## config.mk

```make
export PLATFORM = sky130hd
export DESIGN_NAME = comparator_2bit
export DESIGN_NICKNAME = d
export VERILOG_FILES = /design/src/rtl/comparator_pkg.sv /design/src/rtl/comparator_core.sv /design/src/rtl/comparator_2bit.sv
export SDC_FILE = /design/constraint.sdc
export NUM_CORES = 1
export LEC_CHECK = 0
export ABC_AREA = 1
export BUFFER_PORTS_ARGS = -buffer_cell sky130_fd_sc_hd__clkbuf_2
export CAP_MARGIN = 20
export CORE_AREA = 4 4 41 43
export CTS_CLUSTER_SIZE = 12
export DETAILED_ROUTE_END_ITERATION = 16
export DIE_AREA = 0 0 45 47
export PLACE_DENSITY = 0.32
export SYNTH_ARGS = -nofsm -noshare
export SYNTH_HDL_FRONTEND = slang
export SYNTH_SLANG_ARGS = --single-unit
export TNS_END_PERCENT = 1
```

## constraint.sdc

```tcl
create_clock -name clk -period 0.8 [get_ports clk]
set_clock_uncertainty 0.05 [all_clocks]
set_input_delay 0.16 -clock clk [delete_from_list [all_inputs] [get_ports clk]]
set_output_delay 0.16 -clock clk [all_outputs]
set_load 0.01 [all_outputs]
```

## src/rtl/comparator_pkg.sv

```systemverilog
// Shared constants, result encoding and flag payload for the 2-bit magnitude comparator.
package comparator_pkg;

    localparam int unsigned CMP_WIDTH = 2;

    // Three-way comparison outcome of A relative to B.
    typedef enum logic [1:0] {
        CMP_LT = 2'd0,
        CMP_EQ = 2'd1,
        CMP_GT = 2'd2
    } cmp_result_e;

    // One-hot flag triple as presented on the block outputs.
    typedef struct packed {
        logic gt;
        logic eq;
        logic lt;
    } cmp_flags_t;

    // Decode a comparison result into its one-hot flag triple.
    function automatic cmp_flags_t cmp_decode(input cmp_result_e res);
        cmp_flags_t flags;
        flags = '0;
        case (res)
            CMP_GT:  flags.gt = 1'b1;
            CMP_EQ:  flags.eq = 1'b1;
            default: flags.lt = 1'b1;
        endcase
        return flags;
    endfunction

endpackage

```

## src/rtl/comparator_core.sv

```systemverilog
// Purely combinational unsigned magnitude compare, scanned MSB-first.
module comparator_core
    import comparator_pkg::*;
#(
    parameter int unsigned WIDTH = CMP_WIDTH
) (
    input  logic [WIDTH-1:0] a_i,
    input  logic [WIDTH-1:0] b_i,
    output cmp_result_e      result_c
);

    logic gt_c;
    logic eq_c;
    logic decided_c;

    // The first differing bit from the MSB down decides greater; no differing bit means equal.
    always_comb begin
        gt_c      = 1'b0;
        decided_c = 1'b0;
        for (int i = int'(WIDTH) - 1; i >= 0; i--) begin
            if (!decided_c && (a_i[i] != b_i[i])) begin
                gt_c      = a_i[i] & ~b_i[i];
                decided_c = 1'b1;
            end
        end
        eq_c = ~decided_c;
        if (gt_c) begin
            result_c = CMP_GT;
        end else if (eq_c) begin
            result_c = CMP_EQ;
        end else begin
            result_c = CMP_LT;
        end
    end

endmodule

```

## src/rtl/comparator_2bit.sv

```systemverilog
// Registered 2-bit unsigned comparator: one-cycle latency, one compare per cycle, one-hot flags.
module comparator_2bit
    import comparator_pkg::*;
#(
    parameter int unsigned WIDTH = CMP_WIDTH
) (
    input  logic             clk,
    input  logic             rst_n,
    input  logic [WIDTH-1:0] A,
    input  logic [WIDTH-1:0] B,
    output logic             A_greater,
    output logic             A_equal,
    output logic             A_less
);

    cmp_result_e result_c;
    cmp_flags_t  flags_d;
    cmp_flags_t  flags_q;

    comparator_core #(
        .WIDTH (WIDTH)
    ) u_core (
        .a_i      (A),
        .b_i      (B),
        .result_c (result_c)
    );

    // Turn the core result into the flag triple that gets registered.
    always_comb begin
        flags_d = cmp_decode(result_c);
    end

    // Output register stage; reset forces the all-zero idle state immediately.
    always_ff @(posedge clk or negedge rst_n) begin
        if (!rst_n) begin
            flags_q <= '0;
        end else begin
            flags_q <= flags_d;
        end
    end

    assign A_greater = flags_q.gt;
    assign A_equal   = flags_q.eq;
    assign A_less    = flags_q.lt;

endmodule

```

* Word-level counts from Yosys, hierarchy flattened *
Cells that the tools add are included.
W data, S select, Z words.

word-level totals
  flip-flop bits (word level) = 3

cells by class
  bitwise gates (word level) = 4
  equality and inequality tests = 4
  reduce and logical (&&, ||, !) cells = 3
  multiplexer cells = 9

operators with widths
  operator              number
  $mux W1               8
  $and A1 B1 Y1         2
  $eq A2 B1 Y1 const B  1
  $eq A2 B2 Y1 const B  1
  $mux W2               1
  $ne A1 B1 Y1          2
  $not A1 Y1            2
  $reduce_or A2 Y1      1
  $logic_and A1 B1 Y1   1
  $logic_not A1 Y1      1

* Longest topological paths before layout *
Gate-level depths: netlist of the first run.

  word-level depth = 10
  depth in mapped cells = 7

* Modules after synthesis *
From an unflattened synthesis of the first run, not the netlist that was laid out.

second synthesis, totals
  cell total of the unflattened synthesis = 20
  area, all modules = 177.7 um^2

by module, submodules not included
  module           cells each  seq. area each (um^2)  area each (um^2)  times used
  comparator_2bit  7           75.1                   107.6             1
  comparator_core  13          0.0                    70.1              1

* Worst setup path after synthesis of the first run *
Ideal clock, no wire load.

  path type = in2reg
  start point = in B[0]
  end point = reg flags_q, in the netlist A_less
  arrival time = 0.695 ns
  data required time = 0.637 ns
  path slack = -0.059 ns
  setup time = 0.113 ns
  stages = 6
  path through = inv_1 ha_1 inv_1 nand3_1 nand2_2 nor2_2

RTL lines
  what                  line                   source
  from (decl)           comparator_2bit.sv:10  input logic [WIDTH-1:0] B,
  to (signal assigned)  comparator_2bit.sv:38  flags_q <= flags_d;
  to (decl)             comparator_2bit.sv:18  cmp_flags_t flags_q;

* Worst setup path after layout of the first run *
  start point = reg flags_q, in the netlist A_less
  end point = out A_less

RTL lines
  what       line                   source
  to (decl)  comparator_2bit.sv:13  output logic A_less

No word-level cell between the ends.

==> results of run 1 <==
==> through the flow <==
stage | power [mW] | setup TNS [ns] | cells
2_1_floorplan | 0.2365 | -0.006595 | 16
5_1_grt | 0.5822 | -0.4049 | 44
3_3_place_gp | 0.2798 | -0.5042 | 39
6_report | 0.5459 | -0.3305 | 44
4_1_cts | 0.5652 | -0.3800 | 44
3_5_place_dp | 0.2831 | -0.5055 | 39
==> cell families after synthesis <==
group	Yosys count	share of synthesized area
flip-flops	3	0.5085
buffers and inverters	4	0.1017
AND/OR/NAND/NOR	7	0.2203
adder cells (fa/ha/maj)	2	0.1695
==> sequential cells by signal, summed over array words and instances (netlist names) <==
signal / cells
A_equal: 1
A_less: 1
A_greater: 1
==> final timing paths <==
kind	from	to	slack, ns
worst min-delay path	A[1]	A_equal	0.17
worst max-delay path	A_less	A_less	-0.11
max in group asynchronous	rst_n	A_less	0.38
min in group asynchronous	rst_n	A_greater	0.21
==> layout make-up <==
type | instances | share of cell area
Tap cell | 15 | 0.06637
Timing Repair Buffer | 9 | 0.1858
Multi-Input combinational cell | 9 | 0.2920
Inverter | 4 | 0.09735
Sequential cell | 3 | 0.2655
Clock buffer | 4 | 0.09292
==> what timing repair did <==
item | 4_1_cts | 5_1_grt
hold buffers | 1 | 0
gates resized for setup | 0 | 3
setup endpoints to repair | 3 | 4
setup buffers | 0 | 0
hold endpoints to repair | 3 | 0
==> where the power goes <==
part / switching (mW) / leakage, nW / internal (mW)
sequential: 0.00386 / 0.0374 / 0.169
clock: 0.0754 / 0.0150 / 0.187
combinational: 0.0576 / 0.0949 / 0.0535
==> routing by layer <==
layer,routed length [um],vias to the layer above
met5,0,-
met4,7,0
met1,83,59
met3,70,2
li1,-,72
met2,163,7
==> layout by cell type, fill, tap and decap left out, types with 2 or more instances in the layout <==
cell type	instances
ha_4	2
clkbuf_4	3
nand2_1	3
inv_2	2
dfrtp_1	3
clkbuf_2	7
==> out/qor.yml, run 1 <==
status: "finished, violations left"
violations: "setup timing"
crit_family: "flip-flops"
ir_worst_vdd_mv: 0.3504
nFillCells: 147
finalInstanceArea_um2: 282.8
core-area_mm2: 0.001301
synth_nets: 24
drv_cap: 0
finalWirelength_um: 324
grt_overflow_total: 0
grt_pass1_vias: 158
tightest_slew_ns: 0.08473
yosysUniqueCellTypes: 8
grt.busiest_layer: "met4"
finish.utilization: 0.2173
vias: 140
placed_area_um2: 244.0
grt_max_degree: 4
root_buffer: "clkbuf_4"
start_util: 0.1135
synth_top_area_frac: 0.5085
register_area_um2: 75.07
synth-main-ff-cell: "dfrtp_1"
power.density_mw_per_mm2: 1931
numCtsBuffers: 3
place.gp.congestion: 0.5450
ant_nets: 0
synth_warnings: 0
dp_slack_ns: -0.2362
cp_slowest_cell: "dfrtp_1"
synth_edf_count: 0
drc_errors: 0
grt_usage: 0.04351
synth_area_leaders: "dfrtp_1 51%, ha_1 17%, inv_1 10%"
core.rowCount: 13
antennaDiodeCount: 0
drv_slew: 0
htreeDepth: 1
slew_headroom: 0.9435
cts_tree: "built"
hpwlAfterDp_um: 278.4
min_period_ns: 0.9145
synth.cell_area_um2: 147.6
avgRoutedWirePerCell_um: 7.364
port_buffers: 8
boundaryPins: 9
ys_async_sr_fraction: 1.000
worstPathMaxFanout: 1
cts_max_path_buffers: 2
critPathCaptureType: "primary output"
setup_viol: 3
antenna_found_initial: 0
cp-start-kind: "flop"
synth-seq-cells: 3
cp.depth: 1
worstPathRequired_ns: 0.59
yosysTopAreaCell: "dfrtp_1"
die_area_mm2: 0.002115
worst_slack_ns: -0.1145
met3_usage: 0.03448
met1_usage: 0.02511
syn_inst: 16
hold_viol_final: 0
use_met2: 0.05650
timing.fmax_mhz: 1094
path_cells: "clkbuf_2"
netlist_top_cells_count: "4 x inv_1, 3 x dfrtp_1, 3 x nand2_1"
hold_class: "primary input to flop"
final_nets: 38
worstPathArrival_ns: 0.70
clkTransAtPathRegs_ns: 0.04
hold_ws_ns: 0.1728
min_path_cells: 3
die_x_um: 45
area_growth_pct: 91.52
cts.sinks: 3
synth.avg_cell_area_um2: 9.228
vias_per_cell: 3.182
crit_path_max_incr_delay_ns: 0.35
first_pass_iters: 1
synth_most_common_cell: "inv_1"
leakage_nw: 0.1473
rsz0062_at_grt: "yes"
multiInputGateArea_um2: 82.58
drive_above_1_share: 0.6207
yosysSeqAreaShare: 0.5085
grt_pass1_wl_um: 538
dr.first_iter.drc_count: 0
die_h_um: 47
period_share: 1.143
cp_num_buf_inv: 1
path_class: "flop to primary output"
Note: power is estimated with default switching activity, not from simulation.
==> run 2: changes to the inputs <==
CTS_BUF_LIST = sky130_fd_sc_hd__clkbuf_8 sky130_fd_sc_hd__clkbuf_16   (was default)
==> run 2 against run 1 <==
Effect of this change: the flow still finishes with violations (setup timing); sequential share of layout area shrank 2.0 points; via count is 2.1% higher; count of clock-buffer cells in the layout decreased by 1; final cell count stayed put; fmax increased by 2.0%; setup slack better by 0.018 ns; critical path depth did not move; clock power up 61%; critical endpoint unchanged; highest routed layer unchanged.
==> out/qor.yml, run 2 (synthesis results as in run 1) <==
status: "finished, violations left"
violations: "setup timing"
antenna_found_initial: 0  # unchanged
grt_pass1_wl_um: 538  # unchanged
drv_cap: 0  # unchanged
worst_slack_ns: -0.09649  # +0.01796 ns
min_period_ns: 0.8965  # -0.01796 ns
switching_power_mw: 0.1575  # +15%
rsz0062_at_grt: "yes"
power.density_mw_per_mm2: 2320  # +20%
clkTransAtPathRegs_ns: 0.03  # about the same
core-area_mm2: 0.001301  # unchanged
finalInstanceArea_um2: 305.3  # +8.0%
die_x_um: 45  # unchanged
grt_overflow_total: 0  # unchanged
p_total_mw: 0.7082  # +30%
antennaDiodeCount: 0  # unchanged
p_clk_frac: 0.596  # +0.116
finalWirelength_um: 333  # +2.8%
crit_family: "flip-flops"
ant_nets: 0  # unchanged
numCtsBuffers: 3  # unchanged
die_h_um: 47  # unchanged
drive_above_1_share: 0.6207  # unchanged
drv_slew: 0  # unchanged
cp_num_buf_inv: 1  # unchanged
setup_viol: 3  # unchanged
placed_area_um2: 244.0  # unchanged
final_nets: 38  # unchanged
worstPathRequired_ns: 0.59  # about the same
cts.sinks: 3  # unchanged
hpwlAfterDp_um: 278.4  # unchanged
die_area_mm2: 0.002115  # unchanged
start_util: 0.1135  # unchanged
avgRoutedWirePerCell_um: 7.568  # +2.8%
period_share: 1.121  # -0.02246
nFillCells: 146  # -0.68%
leakage_nw: 0.1604  # +8.9%
cts_max_path_buffers: 2  # unchanged
boundaryPins: 9  # unchanged
layout_commonest_cell: "clkbuf_2"
root_buffer: "clkbuf_8"
grt_usage: 0.04351  # unchanged
grt_pass1_vias: 158  # unchanged
ir_worst_vdd_mv: 0.4458  # +27%
slew_headroom: 0.9463  # +0.002743
place.gp.congestion: 0.5450  # unchanged
first_pass_iters: 4  # +3
p_seq_frac: 0.244  # -0.072
cp_slowest_cell: "dfrtp_1"
hold_viol_final: 0  # unchanged
dr.first_iter.drc_count: 1  # +1
critPathCaptureType: "primary output"
area_growth_pct: 106.8
timing.fmax_mhz: 1115  # +2.0%
path_cells: "clkbuf_2"
layout_common_cells: "7 x clkbuf_2, 3 x dfrtp_1, 3 x nand2_1, 3 x clkbuf_8"
internal_power_mw: 0.5506  # +35%
vias_per_cell: 3.250  # +2.1%
port_buffers: 8  # unchanged
tightest_slew_ns: 0.08038  # -0.004341 ns
power_frac_comb: 0.160  # -0.043
cts_tree: "built"
hold_class: "primary input to flop"
drc_errors: 0  # unchanged
htreeDepth: 1  # unchanged
swShare: 0.2224  # -0.02822
dp_slack_ns: -0.2362  # unchanged
core.rowCount: 13  # unchanged
crit_path_max_incr_delay_ns: 0.35  # about the same
path_class: "flop to primary output"
worstPathMaxFanout: 1  # unchanged
worstPathArrival_ns: 0.69  # about the same
cp-start-kind: "flop"
grt_max_degree: 4  # unchanged
cts_setup_buffers: 0  # unchanged
vias: 143  # +2.1%
run 2: path summary, 6_finish.rpt:
kind | start | endpoint | slack (ns) | cells past startpoint
worst max-delay path | A_less | A_less | -0.1 | 1
min in group asynchronous | rst_n | A_greater | 0.23 | 2
max in group asynchronous | rst_n | A_less | 0.36 | 2
worst min-delay path | A[1] | A_equal | 0.19 | 3
run 2: timing repair:
item	in CTS	in global routing
resized for setup	1	2
gates cloned	0	0
hold buffers	1	0
setup endpoints to repair	4	4
hold endpoints to repair	3	0
run 2: per-layer routing:
| layer | part of all wire | vias up | track usage |
|---|---|---|---|
| met3 | 0.21 | 2 | 0.03448 |
| met5 | 0 | - | 0 |
| met1 | 0.27 | 62 | 0.02511 |
| met2 | 0.49 | 7 | 0.05650 |
| li1 | - | 72 | - |
| met4 | 0.021 | 0 | 0.08772 |
run 2: layout make-up:
class                      instances  area [um2]  area share
multi-input combinational          9       82.58      0.2705
sequential                         3       75.07      0.2459
timing repair buffer               9       56.30      0.1844
clock buffer                       3       41.29      0.1352
inverter                           4       27.53     0.09016
tap                               15       18.77     0.06148
clock inverter                     1       3.754     0.01230
run 2: power by group through the flow:
stage | Clock (mW) | Combinational (mW) | Sequential [mW]
after floorplan | 0 | 0.0523 | 0.184
after global placement | 0 | 0.106 | 0.174
after detailed placement | 0 | 0.108 | 0.175
after CTS | 0.439 | 0.114 | 0.173
after global routing | 0.443 | 0.129 | 0.174
final | 0.422 | 0.113 | 0.173
run 2: stage by stage:
stage	std cells	utilization	hold WS, ns	setup TNS, ns
2_1_floorplan	16	-	-0.1856	-0.006595
3_3_place_gp	39	0.1875	-0.09399	-0.5042
3_5_place_dp	39	0.1875	-0.09094	-0.5055
4_1_cts	44	0.2317	0.1873	-0.3095
5_1_grt	44	0.2346	0.2069	-0.3360
6_report	44	0.2346	0.1901	-0.2754
